**src/rtl/decode_stage_reg.sv**
```systemverilog
// Registered MIPS decode stage: field split, R/I/J classification, immediate and jump-target
// generation, write-back register selection. Load-use hazard bubbles are built with DECODE_HAZARD_EN.
module decode_stage_reg #(
    parameter int INSTR_W = 32,
    parameter int OP_W    = 6,
    parameter int REG_AW  = 5,
    parameter int SH_W    = 5,
    parameter int FN_W    = 6,
    parameter int IMM_W   = 16,
    parameter int DATA_W  = 32,
    parameter int CNT_W   = 16
) (
    input  logic               clk,
    input  logic               rst,
    input  logic               in_valid,
    input  logic [INSTR_W-1:0] in_instr,
    input  logic [DATA_W-1:0]  in_pc,
    input  logic               stall,
    input  logic               flush,
    input  logic               ex_mem_read,
    input  logic [REG_AW-1:0]  ex_rt,
    output logic               hazard_stall,
    output logic               out_valid,
    output logic [OP_W-1:0]    opcode,
    output logic [REG_AW-1:0]  rs,
    output logic [REG_AW-1:0]  rt,
    output logic [REG_AW-1:0]  rd,
    output logic [SH_W-1:0]    shamt,
    output logic [FN_W-1:0]    funct,
    output logic [1:0]         itype,
    output logic [DATA_W-1:0]  imm_ext,
    output logic [DATA_W-1:0]  jump_target,
    output logic [REG_AW-1:0]  dst_reg,
    output logic               reg_write,
    output logic [DATA_W-1:0]  out_pc,
    output logic [CNT_W-1:0]   bubble_cnt
);
    // Handshake: in_valid qualifies in_instr/in_pc; there is no ready. Upstream must hold IF/ID
    // while stall or hazard_stall is high, and out_valid qualifies every registered output.

    localparam logic [1:0] ITYPE_R = 2'd0;
    localparam logic [1:0] ITYPE_I = 2'd1;
    localparam logic [1:0] ITYPE_J = 2'd2;

    localparam logic [OP_W-1:0] OP_J    = OP_W'(6'h02);
    localparam logic [OP_W-1:0] OP_JAL  = OP_W'(6'h03);
    localparam logic [OP_W-1:0] OP_BEQ  = OP_W'(6'h04);
    localparam logic [OP_W-1:0] OP_BNE  = OP_W'(6'h05);
    localparam logic [OP_W-1:0] OP_ANDI = OP_W'(6'h0C);
    localparam logic [OP_W-1:0] OP_ORI  = OP_W'(6'h0D);
    localparam logic [OP_W-1:0] OP_XORI = OP_W'(6'h0E);
    localparam logic [OP_W-1:0] OP_LUI  = OP_W'(6'h0F);
    localparam logic [FN_W-1:0] FN_JR   = FN_W'(6'h08);

    typedef struct packed {
        logic [OP_W-1:0]   opcode;
        logic [REG_AW-1:0] rs;
        logic [REG_AW-1:0] rt;
        logic [REG_AW-1:0] rd;
        logic [SH_W-1:0]   shamt;
        logic [FN_W-1:0]   funct;
        logic [1:0]        itype;
        logic [DATA_W-1:0] imm_ext;
        logic [DATA_W-1:0] jump_target;
        logic [REG_AW-1:0] dst_reg;
        logic              reg_write;
        logic [DATA_W-1:0] pc;
    } dec_t;

    logic [OP_W-1:0]   f_op;
    logic [REG_AW-1:0] f_rs;
    logic [REG_AW-1:0] f_rt;
    logic [REG_AW-1:0] f_rd;
    logic [SH_W-1:0]   f_sh;
    logic [FN_W-1:0]   f_fn;
    logic [IMM_W-1:0]  f_imm;
    logic [DATA_W-1:0] pc_plus4;
    logic              is_r;
    logic              is_j;
    logic              hazard_w;
    dec_t              dec_now;

    dec_t              dec_d, dec_q;
    logic              valid_d, valid_q;
    logic [CNT_W-1:0]  cnt_d, cnt_q;

    assign f_op     = in_instr[INSTR_W-1 -: OP_W];
    assign f_rs     = in_instr[INSTR_W-OP_W-1 -: REG_AW];
    assign f_rt     = in_instr[INSTR_W-OP_W-REG_AW-1 -: REG_AW];
    assign f_rd     = in_instr[INSTR_W-OP_W-2*REG_AW-1 -: REG_AW];
    assign f_sh     = in_instr[FN_W +: SH_W];
    assign f_fn     = in_instr[FN_W-1:0];
    assign f_imm    = in_instr[IMM_W-1:0];
    assign pc_plus4 = in_pc + DATA_W'(4);
    assign is_r     = (f_op == '0);
    assign is_j     = (f_op == OP_J) || (f_op == OP_JAL);

    always_comb begin
        dec_now        = '0;
        dec_now.opcode = f_op;
        dec_now.rs     = f_rs;
        dec_now.rt     = f_rt;
        dec_now.rd     = f_rd;
        dec_now.shamt  = f_sh;
        dec_now.funct  = f_fn;
        dec_now.pc     = in_pc;
        dec_now.itype  = is_r ? ITYPE_R : (is_j ? ITYPE_J : ITYPE_I);
        // Upper bits of PC+4 survive; the 26-bit index fills the low 28 bits word-aligned.
        dec_now.jump_target = (pc_plus4 & ({DATA_W{1'b1}} << 28)) | DATA_W'({in_instr[25:0], 2'b00});

        if (f_op == OP_ANDI || f_op == OP_ORI || f_op == OP_XORI) begin
            dec_now.imm_ext = {{(DATA_W-IMM_W){1'b0}}, f_imm};
        end else if (f_op == OP_LUI) begin
            dec_now.imm_ext = DATA_W'(f_imm) << (DATA_W-IMM_W);
        end else begin
            dec_now.imm_ext = {{(DATA_W-IMM_W){f_imm[IMM_W-1]}}, f_imm};
        end

        if (is_r) begin
            dec_now.dst_reg   = f_rd;
            dec_now.reg_write = (f_fn != FN_JR);
        end else if ((f_op >= OP_W'(6'h08) && f_op <= OP_W'(6'h0F)) ||
                     (f_op >= OP_W'(6'h20) && f_op <= OP_W'(6'h25))) begin
            dec_now.dst_reg   = f_rt;
            dec_now.reg_write = 1'b1;
        end else if (f_op == OP_JAL) begin
            dec_now.dst_reg   = '1;
            dec_now.reg_write = 1'b1;
        end
    end

`ifdef DECODE_HAZARD_EN
    logic rt_is_src;
    assign rt_is_src = is_r || (f_op == OP_BEQ) || (f_op == OP_BNE) ||
                       (f_op >= OP_W'(6'h28) && f_op <= OP_W'(6'h2B));
    assign hazard_w  = in_valid && ex_mem_read && (ex_rt != '0) &&
                       (((ex_rt == f_rs) && !is_j) || ((ex_rt == f_rt) && rt_is_src));
`else
    logic unused_ok;
    assign hazard_w  = 1'b0;
    assign unused_ok = ^{ex_mem_read, ex_rt};
`endif

    assign hazard_stall = hazard_w;

    always_comb begin
        dec_d   = dec_q;
        valid_d = valid_q;
        cnt_d   = cnt_q;
        if (flush) begin
            dec_d   = '0;
            valid_d = 1'b0;
        end else if (stall) begin
            dec_d   = dec_q;
        end else if (hazard_w) begin
            dec_d   = '0;
            valid_d = 1'b0;
            if (cnt_q != '1) cnt_d = cnt_q + CNT_W'(1);
        end else begin
            valid_d = in_valid;
            dec_d   = in_valid ? dec_now : '0;
        end
    end

    always_ff @(posedge clk) begin
        if (rst) begin
            dec_q   <= '0;
            valid_q <= 1'b0;
            cnt_q   <= '0;
        end else begin
            dec_q   <= dec_d;
            valid_q <= valid_d;
            cnt_q   <= cnt_d;
        end
    end

    assign out_valid   = valid_q;
    assign opcode      = dec_q.opcode;
    assign rs          = dec_q.rs;
    assign rt          = dec_q.rt;
    assign rd          = dec_q.rd;
    assign shamt       = dec_q.shamt;
    assign funct       = dec_q.funct;
    assign itype       = dec_q.itype;
    assign imm_ext     = dec_q.imm_ext;
    assign jump_target = dec_q.jump_target;
    assign dst_reg     = dec_q.dst_reg;
    assign reg_write   = dec_q.reg_write;
    assign out_pc      = dec_q.pc;
    assign bubble_cnt  = cnt_q;
endmodule

```
**config.mk**
```make
export PLATFORM = sky130hd
export DESIGN_NAME = decode_stage_reg
export DESIGN_NICKNAME = d
export VERILOG_FILES = /design/src/rtl/decode_stage_reg.sv
export SDC_FILE = /design/constraint.sdc
export NUM_CORES = 1
export LEC_CHECK = 0
export BUFFER_PORTS_ARGS = -buffer_cell sky130_fd_sc_hd__buf_4
export CORE_ASPECT_RATIO = 0.8
export CORE_MARGIN = 5
export CORE_UTILIZATION = 45
export CTS_BUF_LIST = sky130_fd_sc_hd__clkbuf_8
export CTS_CLUSTER_DIAMETER = 30
export DETAILED_ROUTE_END_ITERATION = 16
export PLACE_DENSITY = 0.8
export RECOVER_POWER = 25
export REMOVE_ABC_BUFFERS = 1
export SETUP_SLACK_MARGIN = 0.02
export SLEW_MARGIN = 20
export SYNTH_ARGS = -nofsm -noshare
export SYNTH_HDL_FRONTEND = slang
export SYNTH_SLANG_ARGS = --single-unit
```
**constraint.sdc**
```tcl
create_clock -name clk -period 2.32 [get_ports clk]
set_input_delay 0.58 -clock clk [delete_from_list [all_inputs] [get_ports clk]]
set_output_delay 0.58 -clock clk [all_outputs]
set_load 0.02 [all_outputs]
```
==> flow_summary.json <==
{
  "cts_hold_buf": 0,
  "dp_hpwl_mm": 9.202,
  "clock_latency_ns": 0.36,
  "met2_usage_pct": 34.97,
  "die_width_um": 120.2,
  "cts_root_buf": "clkbuf_8",
  "ys_async_sr_fraction_pct": 0,
  "clkSinkCount": 109,
  "status": "finished, final reports clean",
  "wire_per_inst_um": 16.58,
  "postRouteAntennaNets": 0,
  "required_ns": 2.56,
  "cts_resized": 0,
  "skew_ns": 0,
  "fin_crit_sh_pct": 77.94,
  "rsz0062_at_grt": "false",
  "io_buffers": 203,
  "grt_util_met3_pct": 6.659,
  "nFillCells": 844,
  "holdPathStages": 3,
  "n_antenna_cell": 0,
  "grt_overflow": 0,
  "cts_tree": "yes",
  "postCtsSetupRepairBufs": 0,
  "initialDrtViolationCount": 242,
  "grt_pass1_vias": 3944,
  "yosys_warnings": 0,
  "post_synth.cell_area_avg_um2": 8.979,
  "place_congestion": 0.7841,
  "crit_fanout": 11,
  "grt_usage_pct": 20.52,
  "grt_util_met1_pct": 24.61,
  "ys_types": 39,
  "initial_core_util_pct": 45.70,
  "r2r_slack_ns": 1.59,
  "first_pass_iters": 4,
  "hold_end": "out_pc[15]$_SDFFE_PP0N_",
  "p_per_area_nw_per_um2": 608.1,
  "seqCellArea_um2": 2182,
  "reg2reg_from": "imm_ext[5]$_SDFFE_PP0N_",
  "finalPower_mw": 3.596,
  "grt_antenna_before_repair": 0,
  "htreeDepth": 3,
  "hold_viol_final": 0,
  "fin_cells": 770,
  "die_h_um": 98.17,
  "multi_input_area_um2": 1768,
  "rr_endpoint": "imm_ext[5]$_SDFFE_PP0N_",
  "drive_above_1_share_pct": 38.71,
  "syn_area_um2": 4373,
  "drt_wl_total_mm": 12.77,
  "cp-start-kind": "input pin",
  "hold_start": "in_pc[15]",
  "grt_busiest_layer": "met2",
  "synth_flop_cell": "dfxtp_1",
  "cts_buffer_depth": 2,
  "timing.hold.ws_ns": 0.4464,
  "hold_path_class": "in -> reg",
  "worstSetupEndpointType": "register",
  "reg2reg_depth": 2,
  "cap_violations": 0,
  "grt_max_degree": 102,
  "worstMarginPinSlew_ns": 0.6660,
  "synth_edf_count": 0,
  "slew_headroom_pct": 55.60,
  "fp-row-count": 32,
  "pin_count": 229,
  "peakVddDrop_uv": 489.9,
  "worstPathArrival_ns": 2.05,
  "core_um2": 9569,
  "viasPerCell": 5.295,
  "drv_slew": 0,
  "layout_min_cycle_time_ns": 1.808,
  "cts-buffers-inserted": 9,
  "dp_cells": 755,
  "setup_viol": 0,
  "route.detailed.drc": 0,
  "path_class": "in -> reg",
  "synth_cells": 487,
  "fmax_mhz": 553.0,
  "die_area_um2": 11800,
  "syn2layout_area_growth_pct": 35.25,
  "clk_pin_slew_ns": 0.10,
  "synth_seq_area_share_pct": 49.90,
  "nets": 722,
  "synth_seq_cells": 109,
  "num_vias": 4077,
  "grt_pass1_wl_mm": 19.92,
  "p_leak_nw": 2.550
}
## report_power, final
group	internal, mW	total [mW]	leakage, nW	switching, mW
clock	0.549	1.16	0.101	0.614
combinational	0.204	0.502	1.57	0.298
sequential	1.91	1.93	0.883	0.0235
## critical path, stage by stage
cell and delay, ns:
buf_4 0.14, nand2_2 0.07, or4_4 0.57, and2_1 0.36, a22oi_1 0.26, nor2_1 0.07
## cell usage after synthesis (all sizes together) (2+ instances only)
master / instances / area [um2]
xor2: 2 / 17.52
nor4: 3 / 25.02
nand2: 35 / 133.9
dfxtp: 109 / 2182
o21ai: 22 / 147.6
nor2: 90 / 337.8
and2: 6 / 37.54
nand4: 8 / 50.05
a21oi: 28 / 188.9
clkbuf: 27 / 101.4
nand3: 2 / 10.01
a32oi: 3 / 26.28
nor2b: 2 / 12.51
buf: 54 / 387.9
or4: 3 / 26.27
a22oi: 75 / 563.0
o22ai: 6 / 37.54
## cell type report
type / count / area share, %
inverter: 1 / 0.06347
clock inverter: 4 / 0.8039
timing repair buffer: 212 / 27.27
sequential: 109 / 36.89
tap: 119 / 2.517
clock buffer: 11 / 2.560
multi-input combinational: 314 / 29.89
## worst max-delay path by stage
stage | startpoint | to | depth (start not counted)
3_3_place_gp | in_instr[31] | imm_ext[8]$_SDFFE_PP0N_ | 5
5_1_grt | stall | dst_reg[2]$_SDFFE_PP0N_ | 6
3_5_place_dp | in_instr[27] | imm_ext[5]$_SDFFE_PP0N_ | 6
4_1_cts | in_instr[27] | imm_ext[5]$_SDFFE_PP0N_ | 6
6_report | in_instr[27] | imm_ext[5]$_SDFFE_PP0N_ | 6
2_1_floorplan | stall | jump_target[31]$_SDFFE_PP0N_ | 4
## cells by family (layout without fill, tap and decap cells)
group	count (synthesis)	count (layout)	synth area share (%)
other	1	19	0.08575
buffers and inverters	82	228	11.27
multiplexers	1	1	0.2289
XOR/XNOR	2	2	0.4006
AND/OR/NAND/NOR	155	155	15.48
flip-flops	109	109	49.90
AO/OA/AOI/OAI	137	137	22.63
## layout by cell type, fill, tap and decap left out, types with 2 or more instances in the layout
| cell | n |
|---|---|
| nand2_1 | 34 |
| nand4_1 | 8 |
| o21ai_0 | 7 |
| clkinv_2 | 2 |
| conb_1 | 19 |
| or4_1 | 2 |
| a21oi_2 | 10 |
| o22ai_1 | 6 |
| o21ai_2 | 10 |
| nor4_1 | 2 |
| and2_0 | 2 |
| clkbuf_8 | 11 |
| o21ai_1 | 5 |
| buf_4 | 209 |
| nand3_1 | 2 |
| nor2_1 | 90 |
| xor2_1 | 2 |
| nor2b_1 | 2 |
| a22oi_1 | 75 |
| buf_12 | 2 |
| a21oi_1 | 17 |
| and2_1 | 4 |
| a32oi_1 | 3 |
| dfxtp_1 | 109 |
## stage by stage
step	area (um2)	setup WS, ns	setup TNS, ns	util (%)
6_report	5914	0.5118	0	61.81
4_1_cts	5926	0.5338	0	61.92
5_1_grt	5914	0.4276	0	61.81
3_5_place_dp	5727	0.1139	0	59.85
3_3_place_gp	5727	0.1807	0	59.85
2_1_floorplan	3951	-1.652	-93.83	-
## routing by layer
layer / share of wire (%) / vias up
li1: - / 1963
met1: 41 / 1927
met2: 49 / 168
met3: 7.9 / 19
met4: 1.6 / 0
met5: 0 / -
Note: power is estimated with default switching activity, not from simulation.
